==> src/rtl/alu_arbiter.sv <==
// Two-requester front end sharing a single ALU: round-robin grant, one-deep
// registered response with single-cycle latency and full back-to-back throughput.

package alu_arbiter_pkg;
  localparam logic [4:0] ALU_EXEC_ADD  = 5'd0;
  localparam logic [4:0] ALU_EXEC_SUB  = 5'd1;
  localparam logic [4:0] ALU_EXEC_AND  = 5'd2;
  localparam logic [4:0] ALU_EXEC_OR   = 5'd3;
  localparam logic [4:0] ALU_EXEC_XOR  = 5'd4;
  localparam logic [4:0] ALU_EXEC_SLL  = 5'd5;
  localparam logic [4:0] ALU_EXEC_SRL  = 5'd6;
  localparam logic [4:0] ALU_EXEC_SRA  = 5'd7;
  localparam logic [4:0] ALU_EXEC_SLT  = 5'd8;
  localparam logic [4:0] ALU_EXEC_SLTU = 5'd9;
endpackage

module alu_arbiter_alu #(
  parameter int XLEN         = 32,
  parameter int ALU_OP_WIDTH = 5
) (
  input  logic [ALU_OP_WIDTH-1:0] op,
  input  logic [XLEN-1:0]         a,
  input  logic [XLEN-1:0]         b,
  output logic [XLEN-1:0]         result
);
  import alu_arbiter_pkg::*;

  localparam int SHW = $clog2(XLEN);

  logic [SHW-1:0] shamt;
  assign shamt = b[SHW-1:0];

  // NOTE: every combinational output gets a default first so no path infers a latch.
  always_comb begin
    result = '0;
    case (op)
      ALU_OP_WIDTH'(ALU_EXEC_ADD):  result = a + b;
      ALU_OP_WIDTH'(ALU_EXEC_SUB):  result = a - b;
      ALU_OP_WIDTH'(ALU_EXEC_AND):  result = a & b;
      ALU_OP_WIDTH'(ALU_EXEC_OR):   result = a | b;
      ALU_OP_WIDTH'(ALU_EXEC_XOR):  result = a ^ b;
      ALU_OP_WIDTH'(ALU_EXEC_SLL):  result = a << shamt;
      ALU_OP_WIDTH'(ALU_EXEC_SRL):  result = a >> shamt;
      ALU_OP_WIDTH'(ALU_EXEC_SRA):  result = $unsigned($signed(a) >>> shamt);
      ALU_OP_WIDTH'(ALU_EXEC_SLT):  result = {{(XLEN-1){1'b0}}, $signed(a) < $signed(b)};
      ALU_OP_WIDTH'(ALU_EXEC_SLTU): result = {{(XLEN-1){1'b0}}, a < b};
      default:                      result = '0;
    endcase
  end
endmodule

module alu_arbiter #(
  parameter int XLEN         = 32,
  parameter int ALU_OP_WIDTH = 5
) (
  input  logic                    i_clk,
  input  logic                    i_rst_n,
  input  logic                    i_req0_valid,
  input  logic [ALU_OP_WIDTH-1:0] i_req0_op,
  input  logic [XLEN-1:0]         i_req0_a,
  input  logic [XLEN-1:0]         i_req0_b,
  output logic                    o_req0_ready,
  input  logic                    i_req1_valid,
  input  logic [ALU_OP_WIDTH-1:0] i_req1_op,
  input  logic [XLEN-1:0]         i_req1_a,
  input  logic [XLEN-1:0]         i_req1_b,
  output logic                    o_req1_ready,
  output logic                    o_rsp_valid,
  output logic                    o_rsp_id,
  output logic [XLEN-1:0]         o_rsp_result,
  input  logic                    i_rsp_ready
);

  logic                    last_grant;
  logic                    slot_open;
  logic                    grant0;
  logic                    grant1;
  logic                    accept;
  logic                    sel;
  logic [ALU_OP_WIDTH-1:0] alu_op;
  logic [XLEN-1:0]         alu_a;
  logic [XLEN-1:0]         alu_b;
  logic [XLEN-1:0]         alu_result;

  // Gating on reset keeps both readies low while i_rst_n is low.
  assign slot_open = i_rst_n && (!o_rsp_valid || i_rsp_ready);

  // On a tie the requester that did not win last time is served.
  assign grant0 = i_req0_valid && (!i_req1_valid || last_grant);
  assign grant1 = i_req1_valid && (!i_req0_valid || !last_grant);

  assign o_req0_ready = slot_open && grant0;
  assign o_req1_ready = slot_open && grant1;
  assign accept       = o_req0_ready || o_req1_ready;
  assign sel          = o_req1_ready;

  assign alu_op = sel ? i_req1_op : i_req0_op;
  assign alu_a  = sel ? i_req1_a  : i_req0_a;
  assign alu_b  = sel ? i_req1_b  : i_req0_b;

  alu_arbiter_alu #(
    .XLEN         (XLEN),
    .ALU_OP_WIDTH (ALU_OP_WIDTH)
  ) u_alu (
    .op     (alu_op),
    .a      (alu_a),
    .b      (alu_b),
    .result (alu_result)
  );

  // NOTE: sequential state uses non-blocking assignments so all registers see pre-edge values.
  always_ff @(posedge i_clk) begin
    if (!i_rst_n) begin
      last_grant   <= 1'b1;
      o_rsp_valid  <= 1'b0;
      o_rsp_id     <= 1'b0;
      o_rsp_result <= '0;
    end else if (accept) begin
      last_grant   <= sel;
      o_rsp_valid  <= 1'b1;
      o_rsp_id     <= sel;
      o_rsp_result <= alu_result;
    end else if (i_rsp_ready) begin
      // Drain without a replacement: id/result keep their last values.
      o_rsp_valid  <= 1'b0;
    end
  end

endmodule

==> config.mk <==
export PLATFORM = sky130hd
export DESIGN_NAME = alu_arbiter
export DESIGN_NICKNAME = d
export VERILOG_FILES = /design/src/rtl/alu_arbiter.sv
export SDC_FILE = /design/constraint.sdc
export NUM_CORES = 1
export LEC_CHECK = 0
export CORE_AREA = 3 3 223 225
export DETAILED_ROUTE_END_ITERATION = 16
export DIE_AREA = 0 0 226 228
export PLACE_DENSITY = 0.55
export SLEW_MARGIN = 25
export SYNTH_ARGS = -nofsm -noshare
export SYNTH_HDL_FRONTEND = slang
export SYNTH_SLANG_ARGS = --single-unit
export TNS_END_PERCENT = 10
==> constraint.sdc <==
create_clock -name i_clk -period 6.3 [get_ports i_clk]
set_input_delay 0.63 -clock i_clk [delete_from_list [all_inputs] [get_ports i_clk]]
set_output_delay 0.63 -clock i_clk [all_outputs]
set_load 0.01 [all_outputs]
After elaboration in Yosys (flattened, before gate mapping)
Cells that the tools add are included.
Word-level totals
  flip-flop bits (word level): 35
  output and inout port bits: 36
Operators by class
  add/subtract/negate cells: 2
  magnitude comparators: 2
  equal/unequal tests: 9
  shift operators: 3
  mux-type cells: 6
  bitwise operators: 3
  reduce and logical (&&, ||, !) cells: 15
Operators with widths (number)
  case mux 32 bit (10 select lines): 1
  < comparator 32 bit: 2
  two-way mux 32 bit: 2
  adder 32 bit: 1
  AND 32 bit: 1
  bitwise OR 32 bit: 1
  << shifter 32 x 5 -> 32 bit: 1
  >> shifter 32 x 5 -> 32 bit: 1
  >>> shifter 32 x 5 -> 32 bit: 1
  subtractor 32 bit: 1
  XOR 32 bit: 1
  == test 5 x 3 -> 1 bit (second input constant): 4
  == test 5 x 2 -> 1 bit (second input constant): 2
  == test 5 x 4 -> 1 bit (second input constant): 2
  == test 5 x 1 -> 1 bit (second input constant): 1
  logical AND 1 bit: 5
  logical NOT 5 bit: 1
  two-way mux 5 bit: 1
  logical NOT 1 bit: 4
  logical OR 1 bit: 4
  two-way mux 1 bit: 2
  nonzero test 2 bit: 1

Depth between registers and ports, before layout
Gate-level depths: netlist of run 1.
  depth after elaboration: 7
  mapped depth: 22

Cells and area by module
From an unflattened synthesis of run 1, not the netlist that was laid out.
Second synthesis, totals
  cells, all modules: 1503
  area, all modules: 10526.3 um^2
Modules (own cells, without submodules)
  alu_arbiter_alu: times used 1, cells each 1263, area each 8349.3 um^2, seq. area each 0.0 um^2
  alu_arbiter: times used 1, cells each 240, area each 2177.1 um^2, seq. area each 700.7 um^2

Worst setup path before layout of run 1
Ideal clock, no wire load.
  kind: input -> register
  start: input port i_req1_valid
  end: register o_rsp_result[25]
  library setup time: 0.103 ns
  arrival: 4.946 ns
  required time: 6.197 ns
  setup slack: 1.250 ns
  stages: 21
  path through: a21boi_2 > nand3_4 > inv_2 > buf_4 > buf_4 > buf_4 > buf_2 > clkbuf_1 > buf_1 > nand2_1 > nand2_1 > ha_1 > buf_2 > o21ai_0 > a21oi_1 > o41ai_4 > a211oi_1 > o31a_1 > or4_1 > and4b_1 > a2111oi_2
On the way
  cells in the longest elaborated chain, start to end: 5
  elaborated cells between the ends (all ways): 29
  classes of those cells: add/sub: 2; eq/ne: 9; shift: 3; mux: 4; bitwise: 3; reduce/logical: 8
RTL lines
  start: declaration: RTL line 63  | input logic i_req1_valid,
  logical AND 1 bit *: RTL line 90  | assign grant1 = i_req1_valid && (!i_req0_valid || !last_grant);
  logical AND 1 bit *: RTL line 93  | assign o_req1_ready = slot_open && grant1;
  via o_req1_ready: RTL line 67  | output logic o_req1_ready,
  two-way mux 32 bit, or another cell as far along: RTL line 98  | assign alu_a = sel ? i_req1_a : i_req0_a;
  subtractor 32 bit, or another cell as far along: RTL line 38  | ALU_OP_WIDTH'(ALU_EXEC_SUB): result = a - b;
  case mux 32 bit (10 select lines): RTL line 36  | case (op)
  end signal: assignment: RTL line 122  | o_rsp_result <= alu_result;
  end: declaration: RTL line 70  | output logic [XLEN-1:0] o_rsp_result,
Mark *: on every way through the listed nets, which the timed path passes. The rest lies on a longest branch.
A chain may end at the register's enable or synchronous reset.

Worst setup path in the final report of run 1
  start: input port i_req1_valid
  end: register o_rsp_result[26]
On the way
  cells in the longest elaborated chain, start to end: 5
  elaborated cells between the ends (all ways): 29
  classes of those cells: add/sub: 2; eq/ne: 9; shift: 3; mux: 4; bitwise: 3; reduce/logical: 8
RTL lines (RTL line)
  logical AND 1 bit or logical NOT 1 bit (tied branches): 90, 89
  logical AND 1 bit or logical OR 1 bit (tied branches): 93, 89
  two-way mux 32 bit, or another cell as far along: 98
  subtractor 32 bit, or another cell as far along: 38
  case mux 32 bit (10 select lines) or logical OR 1 bit (tied branches): 36, 94
Parallel ways exist; a longest one is shown, timed or not.

==> results of run 1 <==
-- power by group through the flow --
stage                     Sequential [mW]  Clock [mW]  Combinational, mW
after floorplan                     0.242           0               1.06
after global placement              0.241           0               1.70
after detailed placement            0.241           0               1.69
after CTS                           0.236       0.294               1.71
after global routing                0.237       0.303               1.86
final                               0.236       0.290               1.76
-- final cells by class --
type / instances / area [sq um]
clock inverters: 1 / 8.76
flip-flops and latches: 35 / 701
fillers: 5136 / 30900
repair buffers: 241 / 2270
multi-input cells: 1764 / 12500
diodes: 1 / 2.50
clock buffers: 7 / 143
inverters: 119 / 449
well taps: 615 / 769
-- kinds of logic (layout without fill, tap and decap cells) --
kind of cell / count (synthesis) / after routing / synth area share [%]
xor gates and xnor gates: 12 / 12 / 0.732
muxes: 227 / 227 / 19.0
other: 0 / 1 / 0
buffers and inverters: 288 / 368 / 8.66
DFF: 35 / 35 / 4.88
AOI/OAI and AO/OA: 713 / 713 / 34.8
and+or+nand+nor: 713 / 713 / 23.2
adders and majority gates: 99 / 99 / 8.74
-- flip-flops by register name, summed over array words and instances (netlist names) --
| signal | flops |
|---|---|
| o_rsp_id | 1 |
| o_rsp_valid | 1 |
| last_grant | 1 |
| o_rsp_result | 32 |
-- layer usage --
metal  up-vias  track usage (%)  part of all wire [%]
met5         -                0                     0
met4         0             14.2                   5.9
met3       195             4.14                   8.8
met2      1090             46.3                    44
met1      8691             41.2                    42
li1       8001                -                     -
-- worst max-delay path, stage by stage --
cell             delay (ns)
clkdlybuf4s50_1        0.53
a21boi_2               0.25
nand3_4                0.12
inv_4                  0.31
buf_12                 0.25
buf_4                  0.38
nand2_1                0.10
nand2_1                0.24
ha_1                   0.44
inv_1                  0.13
o21bai_1               0.08
a21oi_1                0.57
nor3_1                 0.09
a211oi_1               0.36
nand3_1                0.11
a2111oi_0              0.54
a41oi_1                0.22
-- path summary, 6_finish.rpt --
check | start | endpoint
worst max-delay path | i_req1_valid | o_rsp_result[26]
worst min-delay path | o_rsp_id | o_rsp_id
worst max register to register | last_grant | o_rsp_result[26]
worst min register to register | o_rsp_id | o_rsp_id
-- placed cells by master, fill, tap and decap left out, drive strengths merged, types with 29 or more instances in the layout --
cell / synthesis / final
mux2: 48 / 48
o211ai: 43 / 43
nor2: 128 / 128
a211oi: 45 / 45
nand2: 327 / 327
o21ai: 146 / 146
and2: 30 / 30
buf: 91 / 66
mux2i: 147 / 147
nand3: 51 / 51
o31ai: 30 / 30
mux4: 32 / 32
a31oi: 34 / 34
inv: 117 / 117
nor3: 38 / 38
ha: 97 / 97
nand4: 29 / 29
clkdlybuf4s50: 0 / 175
dfxtp: 35 / 35
a21oi: 151 / 151
-- through the flow --
step,cell area [sq um],worst slack [ns],hold WS (ns)
2_1_floorplan,14300,1.25,0.478
3_3_place_gp,16600,0.883,0.454
3_5_place_dp,16600,0.806,0.452
4_1_cts,16800,1.14,0.465
5_1_grt,16800,0.768,0.510
6_report,16800,1.05,0.461
==> flow_metrics.tcl, run 1 <==
set metrics [dict create \
    fp.dieH_um 228 \
    power.total_mw 2.28 \
    grt-ovfl-total 0 \
    io_pins 179 \
    internal_power_uw 996 \
    yosysWarnings 0 \
    layout.cells.non_filler 2783 \
    grt_pass1_wl_um 118000 \
    ir_drop_uv 103 \
    comb_power_share_pct 77.0 \
    synth_area_leaders "mux2i_1, nand2_1, ha_1" \
    crit_path_end_kind "flip-flop" \
    cts_htree_levels 2 \
    syn_area_sq_um 14300 \
    cts_resized 0 \
    clk_pin_slew_ns 0.07 \
    grt_pass1_vias 17115 \
    hold_viol 0 \
    synth_seq_cells 35 \
    post_drt_via_cell_ratio 6.46 \
    hold_path_depth 2 \
    drc_errors 0 \
    yosysSeqAreaShare_pct 4.88 \
    tns_ns 0 \
    clockPowerShare_pct 12.7 \
    clk_latency_ns 0.31 \
    yosysMostFrequentCell "nand2_1" \
    reg2reg_depth 16 \
    critPathKind "in2reg" \
    rows 80 \
    relSlewSlack_pct 33.2 \
    min_period_ns 5.25 \
    grt_max_degree 87 \
    holdBufCountCts 0 \
    arrival_ns 5.41 \
    maxCapViolCount 0 \
    final_max_slew_viol_count 0 \
    required_ns 6.46 \
    max-clock-path-buffers 2 \
    synth_top_area_share_pct 10.3 \
    p_seq_share_pct 10.3 \
    cts_root_buf "clkbuf_16" \
    power.static_leakage_nw 6.77 \
    setup_viol 0 \
    cp_max_fo 32 \
    switching_share_pct 56.4 \
    crit_path_start_kind "primary input" \
    max_freq_mhz 190 \
    cts_buffers 5 \
    antenna_left 0 \
    synth_top_flop_cell "dfxtp_1" \
    utilization_pct 35.2 \
    tightest_slew_ns 0.998 \
    synth_nets 2329 \
    cts_tree "done" \
    synth.distinct_cells 104 \
    cts_sinks 35 \
    drtIter0Drc 2428 \
    p_sw_mw 1.29 \
    fin_crit_sh_pct 83.4 \
    track_usage_pct 30.1 \
    status "complete, no violations" \
    syn_to_final_growth_pct 17.1 \
    rrSetupSlack_ns 1.58 \
    rsz0062_at_grt "false" \
    synth-edff-count 0 \
    synth_area_leader_cell "mux2i_1" \
    dieArea_sq_um 51500 \
    core_sq_um 47700 \
    fin_skew_ns 0.00719 \
    antenna_found_initial 0 \
    num_vias 17977 \
    syn_avg_cell_area_sq_um 6.88 \
    hpwl_um 62500 \
    cts_setup_buffers 0 \
    start_util_pct 30.1 \
    wl_per_cell_um 29.0 \
    drtPass1Iterations 8 \
    hold_path_class "reg2reg" \
    p_per_area_nw_per_um2 136 \
    die_x_um 226 \
    wl_um 80700 \
    async_reset_ff_share_pct 0 \
    synthTopCellsByCount "nand2_1, a21oi_1, mux2i_1" \
    drive_gt1_share_pct 9.69 \
    fin_nets 2408 \
    numPortBuffers 178 \
    netlist_instances 2087 \
    globalplace.congestion 1.03 \
    dpl.cell_count 2774 \
]
Power figures use the tool's default switching activity.
==> run 2: changes to the inputs <==
==> constraint.sdc (replaced) <==
create_clock -name i_clk -period 4.95 [get_ports i_clk]
set_input_delay 0.495 -clock i_clk [delete_from_list [all_inputs] [get_ports i_clk]]
set_output_delay 0.495 -clock i_clk [all_outputs]
set_load 0.01 [all_outputs]
==> flow_metrics.tcl, run 2 (synthesis gave the netlist of run 1 again) <==
set metrics [dict create \
    grt-ovfl-total 0 \
    layout_commonest_cell "nand2_1" \
    hold_path_class "reg2reg" \
    met2_usage_pct 47.6 \
    cp_top_family "compound AO/OA/AOI/OAI gates" \
    setup_viol 0 \
    largest_register_ffs 32 \
    drtPass1Iterations 7 \
    fp.dieH_um 228 \
    syn_to_final_growth_pct 23.9 \
    grtUsageMet3_pct 4.77 \
    post_drt_via_cell_ratio 6.34 \
    ir_drop_uv 131 \
    antenna_left 0 \
    hpwl_um 65800 \
    cp_max_fo 17 \
    final_max_slew_viol_count 0 \
    dpl.cell_count 2894 \
    num_vias 18415 \
    crit_top_cell "buf_4" \
    rsz0062_at_grt "true" \
    max_stage_delay_ns 0.49 \
    p_per_area_nw_per_um2 175 \
    status "complete, no violations" \
    dieArea_sq_um 51500 \
    clk_latency_ns 0.31 \
    numPortBuffers 178 \
    crit_slowest_cell "clkdlybuf4s50_1" \
    io_pins 179 \
    wl_per_cell_um 28.6 \
    arrival_ns 4.92 \
    grt_pass1_vias 17728 \
    die_x_um 226 \
    mostFrequentLayoutCells "nand2_1, buf_4, clkdlybuf4s50_1" \
    globalplace.congestion 1.04 \
    max-clock-path-buffers 2 \
    hold_ws_ns 0.463 \
    critPathBufInv 5 \
    cts_htree_levels 2 \
    crit_path_start_kind "primary input" \
    layout.cells.non_filler 2903 \
    power.static_leakage_nw 7.37 \
    cts_setup_buffers 0 \
    path_cells "clkdlybuf4s50_1, a21boi_2, nand3_4, inv_4, mux2i_1, inv_1, ha_1, fa_1, nand2b_1, a31oi_1, o311ai_1, buf_4, nand2_1, o21ai_1, buf_4, o41ai_1, a2111oi_0, nor4b_1" \
    crit_path_end_kind "flip-flop" \
    hold_viol 0 \
    met1_usage_pct 42.0 \
    critPathKind "in2reg" \
    relSlewSlack_pct 26.3 \
    track_usage_pct 30.9 \
    rows 80 \
    grt_max_degree 73 \
    cts_resized 0 \
    wl_um 83000 \
    clk_pin_slew_ns 0.07 \
    core_sq_um 47700 \
    rrSetupSlack_ns 0.58 \
    maxCapViolCount 0 \
    tightest_slew_ns 1.10 \
    holdBufCountCts 0 \
    fin_skew_ns 0.00392 \
    cts_sinks 35 \
    cts_tree "done" \
    min_period_ns 4.73 \
    drive_gt1_share_pct 14.5 \
    antenna_found_initial 2 \
    grt_pass1_wl_um 121000 \
    required_ns 5.14 \
    max_freq_mhz 212 \
    n_fill_cell 5098 \
    drtIter0Drc 2357 \
    fin_nets 2528 \
    grt_busiest_layer "met2" \
    fin_crit_sh_pct 95.5 \
    cts_root_buf "clkbuf_16" \
    drc_errors 0 \
    top_register "o_rsp_result" \
    cts_buffers 5 \
    start_util_pct 30.1 \
]
## run 2: final timing paths
path / from / endpoint / cells after the start
worst max-delay path: i_req0_valid / o_rsp_result[30] / 18
worst min-delay path: o_rsp_id / o_rsp_id / 2
worst max register to register: last_grant / o_rsp_result[30] / 17
worst min register to register: o_rsp_id / o_rsp_id / 2
## run 2: stage by stage
step | TNS (ns) | cell area (sq um) | power [mW] | utilization, % | setup slack, ns
3_5_place_dp | -0.143 | 17600 | 2.63 | 36.8 | -0.106
6_report | 0 | 17800 | 3.11 | 37.2 | 0.222
5_1_grt | -0.0565 | 17800 | 3.26 | 37.2 | -0.0487
4_1_cts | 0 | 17800 | 3.05 | 37.2 | 0.233
2_1_floorplan | 0 | 14300 | 1.66 | - | 0.0353
3_3_place_gp | -0.194 | 17600 | 2.64 | 36.8 | -0.149
## run 2: worst register-to-register path: cells and delay by family, from the launching register on
kind                     cells  cell delay [ns]
multiplexers                 1             0.38
flip-flops                   1             0.35
buffers and inverters        4             0.77
AND/OR/NAND/NOR              4             0.38
AO/OA/AOI/OAI                6             1.60
adder cells (fa/ha/maj)      2             0.76
## run 2: final cells by class
class                           count  area, sq um  share of cell area, %
Clock inverter                      3         43.8                  0.246
Tap cell                          615          769                   4.33
Multi-Input combinational cell   1764        12500                   70.1
Inverter                          119          449                   2.53
Timing Repair Buffer              361         3220                   18.1
Antenna cell                        1         2.50                 0.0141
Sequential cell                    35          701                   3.94
Clock buffer                        5          125                  0.704
## run 2: power by group
part           switching (mW)  internal, mW
Clock                   0.171         0.239
Sequential            0.00826         0.292
Combinational            1.51         0.897
Total                    1.68          1.43
## run 2: routing by layer
metal,up-vias,part of all wire [%],wire (um)
li1,8242,-,-
met1,8904,42,34800
met2,1074,44,36400
met3,195,8.4,6950
met4,0,5.9,4860
met5,-,0,0
